==> src/rtl/timer_pkg.sv <==
// Shared definitions for the machine-timer peripheral: register byte offsets, CTRL bits,
// FSM encoding and mtimecmp reset value. PRESC offset is only decoded with TIMER_PRESCALER_EN.
package timer_pkg;

    localparam logic [4:0] OFF_MTIME_LO    = 5'h00;
    localparam logic [4:0] OFF_MTIME_HI    = 5'h04;
    localparam logic [4:0] OFF_MTIMECMP_LO = 5'h08;
    localparam logic [4:0] OFF_MTIMECMP_HI = 5'h0C;
    localparam logic [4:0] OFF_CTRL        = 5'h10;
    localparam logic [4:0] OFF_PRESC       = 5'h14;

    localparam int CTRL_EN_BIT   = 0;
    localparam int CTRL_PEND_BIT = 1;

    localparam logic [63:0] MTIMECMP_RST_VAL = 64'hFFFF_FFFF_FFFF_FFFF;

    typedef enum logic [1:0] {
        IDLE     = 2'd0,
        ARMED    = 2'd1,
        FIRED    = 2'd2,
        SERVICED = 2'd3
    } timer_state_e;

endpackage

==> src/rtl/mtime_counter.sv <==
// 64-bit mtime with wrap, CPU word-write override (a write drops that cycle's tick) and,
// under TIMER_PRESCALER_EN, an 8-bit prescaler; updates land 1 cycle after the edge, no backpressure.
module mtime_counter
    import timer_pkg::*;
(
    input  logic        clk,
    input  logic        reset,
    input  logic        tick_en,
    input  logic        wr_lo,
    input  logic        wr_hi,
    input  logic [31:0] wdata,
`ifdef TIMER_PRESCALER_EN
    input  logic        wr_presc,
    output logic [7:0]  presc,
`endif
    output logic [63:0] mtime
);

    logic [63:0] mtime_d, mtime_q;
    logic        tick;

`ifdef TIMER_PRESCALER_EN
    logic [7:0] presc_d, presc_q;
    logic [7:0] pcnt_d, pcnt_q;

    // The counter runs 0..PRESC and ticks on the wrap, so a tick occurs every PRESC+1 enabled cycles.
    always_comb begin
        presc_d = presc_q;
        pcnt_d  = pcnt_q;
        tick    = 1'b0;
        if (wr_presc) begin
            presc_d = wdata[7:0];
            pcnt_d  = 8'd0;
        end else if (tick_en) begin
            if (pcnt_q == presc_q) begin
                tick   = 1'b1;
                pcnt_d = 8'd0;
            end else begin
                pcnt_d = pcnt_q + 8'd1;
            end
        end
    end

    always_ff @(posedge clk) begin
        if (!reset) begin
            presc_q <= 8'd0;
            pcnt_q  <= 8'd0;
        end else begin
            presc_q <= presc_d;
            pcnt_q  <= pcnt_d;
        end
    end

    assign presc = presc_q;
`else
    assign tick = tick_en;
`endif

    always_comb begin
        mtime_d = mtime_q;
        if (wr_lo || wr_hi) begin
            if (wr_lo) mtime_d[31:0]  = wdata;
            if (wr_hi) mtime_d[63:32] = wdata;
        end else if (tick) begin
            mtime_d = mtime_q + 64'd1;
        end
    end

    always_ff @(posedge clk) begin
        if (!reset) begin
            mtime_q <= 64'd0;
        end else begin
            mtime_q <= mtime_d;
        end
    end

    assign mtime = mtime_q;

endmodule

==> src/rtl/timer_intr_ctrl.sv <==
// Memory-mapped machine timer: register decode, mtime >= mtimecmp compare FSM, level timer_intr held until ack.
// Reads combinational, writes and interrupt registered (1 cycle); no backpressure. TIMER_PRESCALER_EN adds PRESC.
module timer_intr_ctrl
    import timer_pkg::*;
#(
    parameter logic [31:0] BASE_ADDR = 32'h0000_F000
) (
    input  logic        clk,
    input  logic        reset,
    input  logic [31:0] addr,
    input  logic [31:0] wdata,
    input  logic        rd_en,
    input  logic        wr_en,
    output logic [31:0] rdata,
    input  logic        intr_ack,
    output logic        timer_intr
);

    logic         hit;
    logic [4:0]   off;
    logic         unused_addr_bits;
    logic         wr_mtime_lo, wr_mtime_hi;
    logic         wr_cmp_lo, wr_cmp_hi, wr_cmp;
    logic         wr_ctrl;
    logic [63:0]  mtime;
    logic [63:0]  mtimecmp_d, mtimecmp_q;
    logic         en_d, en_q;
    timer_state_e state_d, state_q;
    logic         intr_d, intr_q;

    assign hit              = (addr[31:5] == BASE_ADDR[31:5]);
    assign off              = {addr[4:2], 2'b00};
    assign unused_addr_bits = ^addr[1:0];

    assign wr_mtime_lo = wr_en && hit && (off == OFF_MTIME_LO);
    assign wr_mtime_hi = wr_en && hit && (off == OFF_MTIME_HI);
    assign wr_cmp_lo   = wr_en && hit && (off == OFF_MTIMECMP_LO);
    assign wr_cmp_hi   = wr_en && hit && (off == OFF_MTIMECMP_HI);
    assign wr_cmp      = wr_cmp_lo || wr_cmp_hi;
    assign wr_ctrl     = wr_en && hit && (off == OFF_CTRL);

`ifdef TIMER_PRESCALER_EN
    logic       wr_presc;
    logic [7:0] presc;

    assign wr_presc = wr_en && hit && (off == OFF_PRESC);
`endif

    mtime_counter u_mtime_counter (
        .clk      (clk),
        .reset    (reset),
        .tick_en  (en_q),
        .wr_lo    (wr_mtime_lo),
        .wr_hi    (wr_mtime_hi),
        .wdata    (wdata),
`ifdef TIMER_PRESCALER_EN
        .wr_presc (wr_presc),
        .presc    (presc),
`endif
        .mtime    (mtime)
    );

    always_comb begin
        en_d       = en_q;
        mtimecmp_d = mtimecmp_q;
        if (wr_ctrl)   en_d              = wdata[CTRL_EN_BIT];
        if (wr_cmp_lo) mtimecmp_d[31:0]  = wdata;
        if (wr_cmp_hi) mtimecmp_d[63:32] = wdata;
    end

    always_comb begin
        state_d = state_q;
        case (state_q)
            IDLE:     if (wr_ctrl && wdata[CTRL_EN_BIT]) state_d = ARMED;
            ARMED:    if (mtime >= mtimecmp_q)           state_d = FIRED;
            // An ack racing a new compare value skips SERVICED so the new value is checked next cycle.
            FIRED:    if (intr_ack)                      state_d = wr_cmp ? ARMED : SERVICED;
            SERVICED: if (wr_cmp)                        state_d = ARMED;
            default:                                     state_d = IDLE;
        endcase
        if (wr_ctrl && !wdata[CTRL_EN_BIT]) state_d = IDLE;
    end

    assign intr_d = (state_d == FIRED);

    always_ff @(posedge clk) begin
        if (!reset) begin
            mtimecmp_q <= MTIMECMP_RST_VAL;
            en_q       <= 1'b0;
            state_q    <= IDLE;
            intr_q     <= 1'b0;
        end else begin
            mtimecmp_q <= mtimecmp_d;
            en_q       <= en_d;
            state_q    <= state_d;
            intr_q     <= intr_d;
        end
    end

    assign timer_intr = intr_q;

    always_comb begin
        rdata = 32'd0;
        if (rd_en && hit) begin
            case (off)
                OFF_MTIME_LO:    rdata = mtime[31:0];
                OFF_MTIME_HI:    rdata = mtime[63:32];
                OFF_MTIMECMP_LO: rdata = mtimecmp_q[31:0];
                OFF_MTIMECMP_HI: rdata = mtimecmp_q[63:32];
                OFF_CTRL: begin
                    rdata[CTRL_EN_BIT]   = en_q;
                    rdata[CTRL_PEND_BIT] = (state_q == FIRED);
                end
`ifdef TIMER_PRESCALER_EN
                OFF_PRESC:       rdata = {24'd0, presc};
`endif
                default:         rdata = 32'd0;
            endcase
        end
    end

endmodule

==> config.mk <==
export PLATFORM = sky130hd
export DESIGN_NAME = timer_intr_ctrl
export DESIGN_NICKNAME = d
export VERILOG_FILES = /design/src/rtl/timer_pkg.sv /design/src/rtl/mtime_counter.sv /design/src/rtl/timer_intr_ctrl.sv
export SDC_FILE = /design/constraint.sdc
export NUM_CORES = 1
export LEC_CHECK = 0
export ABC_AREA = 1
export CAP_MARGIN = 40
export CORE_MARGIN = 2
export CORE_UTILIZATION = 31
export CTS_CLUSTER_SIZE = 24
export DETAILED_ROUTE_END_ITERATION = 10
export PLACE_DENSITY_LB_ADDON = 0.12
export SLEW_MARGIN = 20
export SYNTH_ARGS = -nofsm -noshare
export SYNTH_HDL_FRONTEND = slang
export SYNTH_SLANG_ARGS = --single-unit
export TNS_END_PERCENT = 1
==> constraint.sdc <==
create_clock -name clk -period 1.8 [get_ports clk]
set_input_delay 0.36 -clock clk [delete_from_list [all_inputs] [get_ports clk]]
set_output_delay 0.36 -clock clk [all_outputs]
set_load 0.01 [all_outputs]
# [Word level (Yosys, flattened, before mapping)]
# Cells that the tools add are included.
[classes] n_addsub=1 n_lt_le_gt_ge=1 eq_ne=11 muxes=14 n_reduce_logical=17
[op_table] operator="$mux 64" count=2
[op_table] operator="$pmux 30 s4" count=1
[op_table] operator="$mux 32" count=3
[op_table] operator="$add 64x1->64 const B" count=1
[op_table] operator="$ge 64x64->1" count=1
[op_table] operator="$eq 27x11->1 const B" count=1
[op_table] operator="$mux 2" count=6
[op_table] operator="$pmux 2 s5" count=1
[op_table] operator="$logic_and 1x1->1" count=9
[op_table] operator="$pmux 2 s4" count=1
[op_table] operator="$eq 2x2->1 const B" count=3
[op_table] operator="$eq 3x2->1 const B" count=2
[op_table] operator="$logic_not 5->1" count=1
[op_table] operator="$ne 2x1->1 const B" count=2
[op_table] operator="$reduce_and 2->1" count=2
[op_table] operator="$eq 3x1->1 const B" count=1
[op_table] operator="$eq 3x3->1 const B" count=1
[op_table] operator="$eq 2x1->1 const B" count=1
[op_table] operator="$logic_not 2->1" count=1
[op_table] operator="$logic_or 1x1->1" count=2
[op_table] operator="$reduce_bool 2->1" count=1
[op_table] operator="$logic_not 1->1" count=1
[totals] regBits=132 inputBits=69 output_inout_bits=33

# [Longest topological paths before layout]
[logic_depth] word_depth=9 mapped_depth=19 depth_no_buf=19

# [Hierarchy]
# From an unflattened synthesis, not the netlist that was laid out.
[unflattened] hier_cells=1661 area_unflattened_um2=10884.2
[by_module_without_submodules] mod="timer_intr_ctrl" instances=1 cells_each=811 area_each_um2=6100.9
[by_module_without_submodules] mod="mtime_counter" instances=1 cells_each=850 area_each_um2=4783.3

# [Least setup slack after synthesis]
# Ideal clock, no wire load.
[synth_path] path_type="input -> output" start="input port addr[4]" end="output port rdata[13]" t_arrival_ns=1.515 slack_ns=-0.075 cell_stages=7 path_buffers=2 cell_sequence="inv_1 -> nand2_1 -> nor2_1 -> clkbuf_1 -> buf_2 -> nand2_1 -> a41oi_1"
[synth_via] elab_chain_cells=3
[synth_rtl] element="start: declaration" line="timer_intr_ctrl.sv:10" source="input logic [31:0] addr,"
[synth_rtl] element="$eq 3x2->1, or another cell as far along" line="timer_intr_ctrl.sv:105" source="case (off)"
[synth_rtl] element="$pmux 30 s4 (*)" line="timer_intr_ctrl.sv:105"
[synth_rtl] element="$mux 32 (*)" line="timer_intr_ctrl.sv:104" source="if (rd_en && hit) begin"
[synth_rtl] element="end: declaration" line="timer_intr_ctrl.sv:14" source="output logic [31:0] rdata,"
# Every way passes the cells marked *; elsewhere a longest branch is shown, timed or not.

# [Worst setup path in the final report]
[layout_path] start="input port addr[15]" end="output port rdata[22]"
[layout_via] elab_chain_cells=3
[layout_rtl] element="$eq 27x11->1" line="timer_intr_ctrl.sv:31" source="assign hit = (addr[31:5] == BASE_ADDR[31:5]);"
[layout_rtl] element="$logic_and 1x1->1" line="timer_intr_ctrl.sv:104"
[layout_rtl] element="$mux 32" line="timer_intr_ctrl.sv:104"
# No other way between the ends.

==> metrics <==
Worst-Margin Slew=0.3684 ns; reg2reg path depth=14; total clock sinks=132; Max Freq=482.0 MHz; Tcrit/Tclk final=115.2%; Max Cap Viol=0; # setup viols final=65; Die H=181.9 µm; P&R area growth vs syn=54.30%; Starting Density=31.24%; antenna violations before repair=0; largest buffer count on any clock path=2; Cells after Synth=1508; placed cell area=0.01368 mm²; DRC viols=0; yosys warns=0; Startpoint Class=input pin; WL/cell=19.53 µm; highest routed layer=met4; CP required=1.44 ns; register area share after synthesis=26.95%; Setup TNS=-9.683 ns; WL met3=2032 µm; first-pass GRT wire length=66990 µm; # rows=65; CP max stage cell=clkbuf_16; largest net degree at the start of global routing=59; IO Port Bufs=99; final hold slack=0.3170 ns; CP dominant cell by count=nand2_1; CP arrival=1.71 ns; Max Clock Skew=0.01165 ns; Hold Crit Start=reset; most common cell after layout, fill and taps aside=nand2_1; hold bufs inserted after CTS=0; layout cells sized above 1=33.82%; wl on met1=21340 µm; crit-path max FO=8; CP endpoint=rdata[22]; Post-synth EDFFs=0; crit path time final=2.074 ns; vias in the first global route=11496; slowest stage delay, CP=0.25 ns; most frequent cells in the layout=nand2_1, buf_4, inv_1; global placement routability congestion=0.9636; Via density=5.084; H-tree level count=4; critical-path cell list=buf_6 -> inv_2 -> nor2_2 -> nand2_1 -> nor2_1 -> nand2_1 -> nor2_4 -> nand3_4 -> clkbuf_16 -> a41oi_1 -> buf_2; RSZ-0062 raised after global routing=yes; ys flop type=dfxtp_1; Reg2Reg Setup Slack=-0.24 ns; worst skew pair latency=0.45 ns; reg-to-reg startpoint=u_mtime_counter.mtime[14]; Hold Crit Class=input pin to flip-flop; PD cells=463.0 mW/mm²; gr usage total=26.51%; DP HPWL=32950 µm; total CTS buffers=17; Final ANT Viol Nets=0; Die X=181.9 µm; post-route worst setup slack=-0.2745 ns; Overflow after GRT=0; Cell Area, Synth=0.009807 mm²; Syn Nets=1642; CTS root buf=clkbuf_16; Setup CP Type=input pin to output port; Setup crit start=addr[15]; diode count=0; Async S/R FF share, synth=0%; 1st-pass router iterations=5; CTS tree=yes; Max Slew Vio Count=0; reg2reg end=timer_intr; Iter 0 DRT Violations=902; failing checks=setup timing; mean post-synth cell area=6.503 µm²; Max-Slew Margin vs Limit=75.35%; Leakage=6.913 nW; NumNets Final=2022; Total Die Area=0.03307 mm²; Vias=11709; count of final hold-check violations=0; post-route cell area=0.01513 mm²; CP Capture Type=output port; VDD IR-drop max=663.7 µV; FILL cells=3258; Yosys reg bits=132; metal2 WL=20490 µm; final core occ=48.20%; count of cell types in the netlist=50; DRT Wirelength=44980 µm; # IOs=102; CTS clock-pin slew for the worst setup and hold paths=0.06 ns; status=finished, violations left; total power=7.006 mW; core box area=0.03139 mm²
-- how the worst min path moves through the flow --
stage / to / cells after the start
after floorplan: mtimecmp_q[0] / 2
after CTS: u_mtime_counter.mtime[39] / 3
after global placement: mtimecmp_q[44] / 2
after global routing: u_mtime_counter.mtime[57] / 3
final: u_mtime_counter.mtime[57] / 3
after detailed placement: mtimecmp_q[44] / 2
-- sequential cells by signal (all words and copies together), names as in the netlist --
signal	count
state_q	2
u_mtime_counter.mtime	64
en_q	1
timer_intr	1
mtimecmp_q	64
-- cell families (layout without fill, tap and decap cells) --
group	count (synthesis)	after routing	share of synthesized area, %
and+or+nand+nor	725	725	31.36
AOI/OAI and AO/OA	311	311	19.74
buffers and inverters	227	620	9.377
DFF	132	132	26.95
adders and majority gates	65	65	8.293
xor gates and xnor gates	48	48	4.287
-- final cells by class --
| type | instances | area [µm²] | share of cell area (%) |
|---|---|---|---|
| clock buffers | 19 | 442.9 | 2.927 |
| clock inverters | 13 | 135.1 | 0.8930 |
| inverters | 163 | 631.9 | 4.176 |
| multi-input cells | 1149 | 7024 | 46.42 |
| flip-flops and latches | 132 | 2705 | 17.88 |
| well taps | 402 | 503.0 | 3.324 |
| repair buffers | 425 | 3690 | 24.38 |
-- timing repair --
action | CTS | global route
pin swaps | 6 | 64
resized for setup | 182 | 257
setup buffers | 5 | 3
endpoints found under the setup margin | 161 | 164
gates cloned | 2 | 4
-- critical path: cells and delay by family --
kind / cells / cell delay (ns)
buf+inv: 4 / 0.51
compound gates: 1 / 0.16
simple gates: 6 / 0.67
-- cells in the mapped netlist (all sizes together) (20+ instances only) --
cell type	instances	area [µm²]
nand2	392	1496
nor2	200	800.8
inv	162	608.1
dfxtp	132	2643
a21oi	102	514.2
o21ai	81	416.7
ha	65	813.3
o211ai	65	488.0
nand3	53	287.8
nor3	42	236.5
xor2	40	350.3
clkbuf	34	127.6
buf	30	178.9
a221oi	20	175.2
nand4	20	131.4
-- power by group --
| part | total (mW) | switching, mW | internal [mW] |
|---|---|---|---|
| sequential | 2.91 | 0.00000000556 | 2.91 |
| combinational | 0.531 | 0.291 | 0.240 |
| clock | 3.57 | 1.50 | 2.07 |
| total | 7.01 | 1.79 | 5.21 |
-- layer usage --
layer  vias up  GRT usage [%]
met2       291          43.72
met4         0          7.387
met5         -              0
met3        42          3.189
li1       5830              -
met1      5546          36.47
-- per-stage QoR --
step                      cells  setup slack [ns]
after floorplan            1508          -0.01591
after global routing       2303           -0.3861
final                      2303           -0.2745
after CTS                  2297           -0.6099
after global placement     2258           -0.9489
after detailed placement   2258           -0.9695
Note: power is estimated with default switching activity, not from simulation.
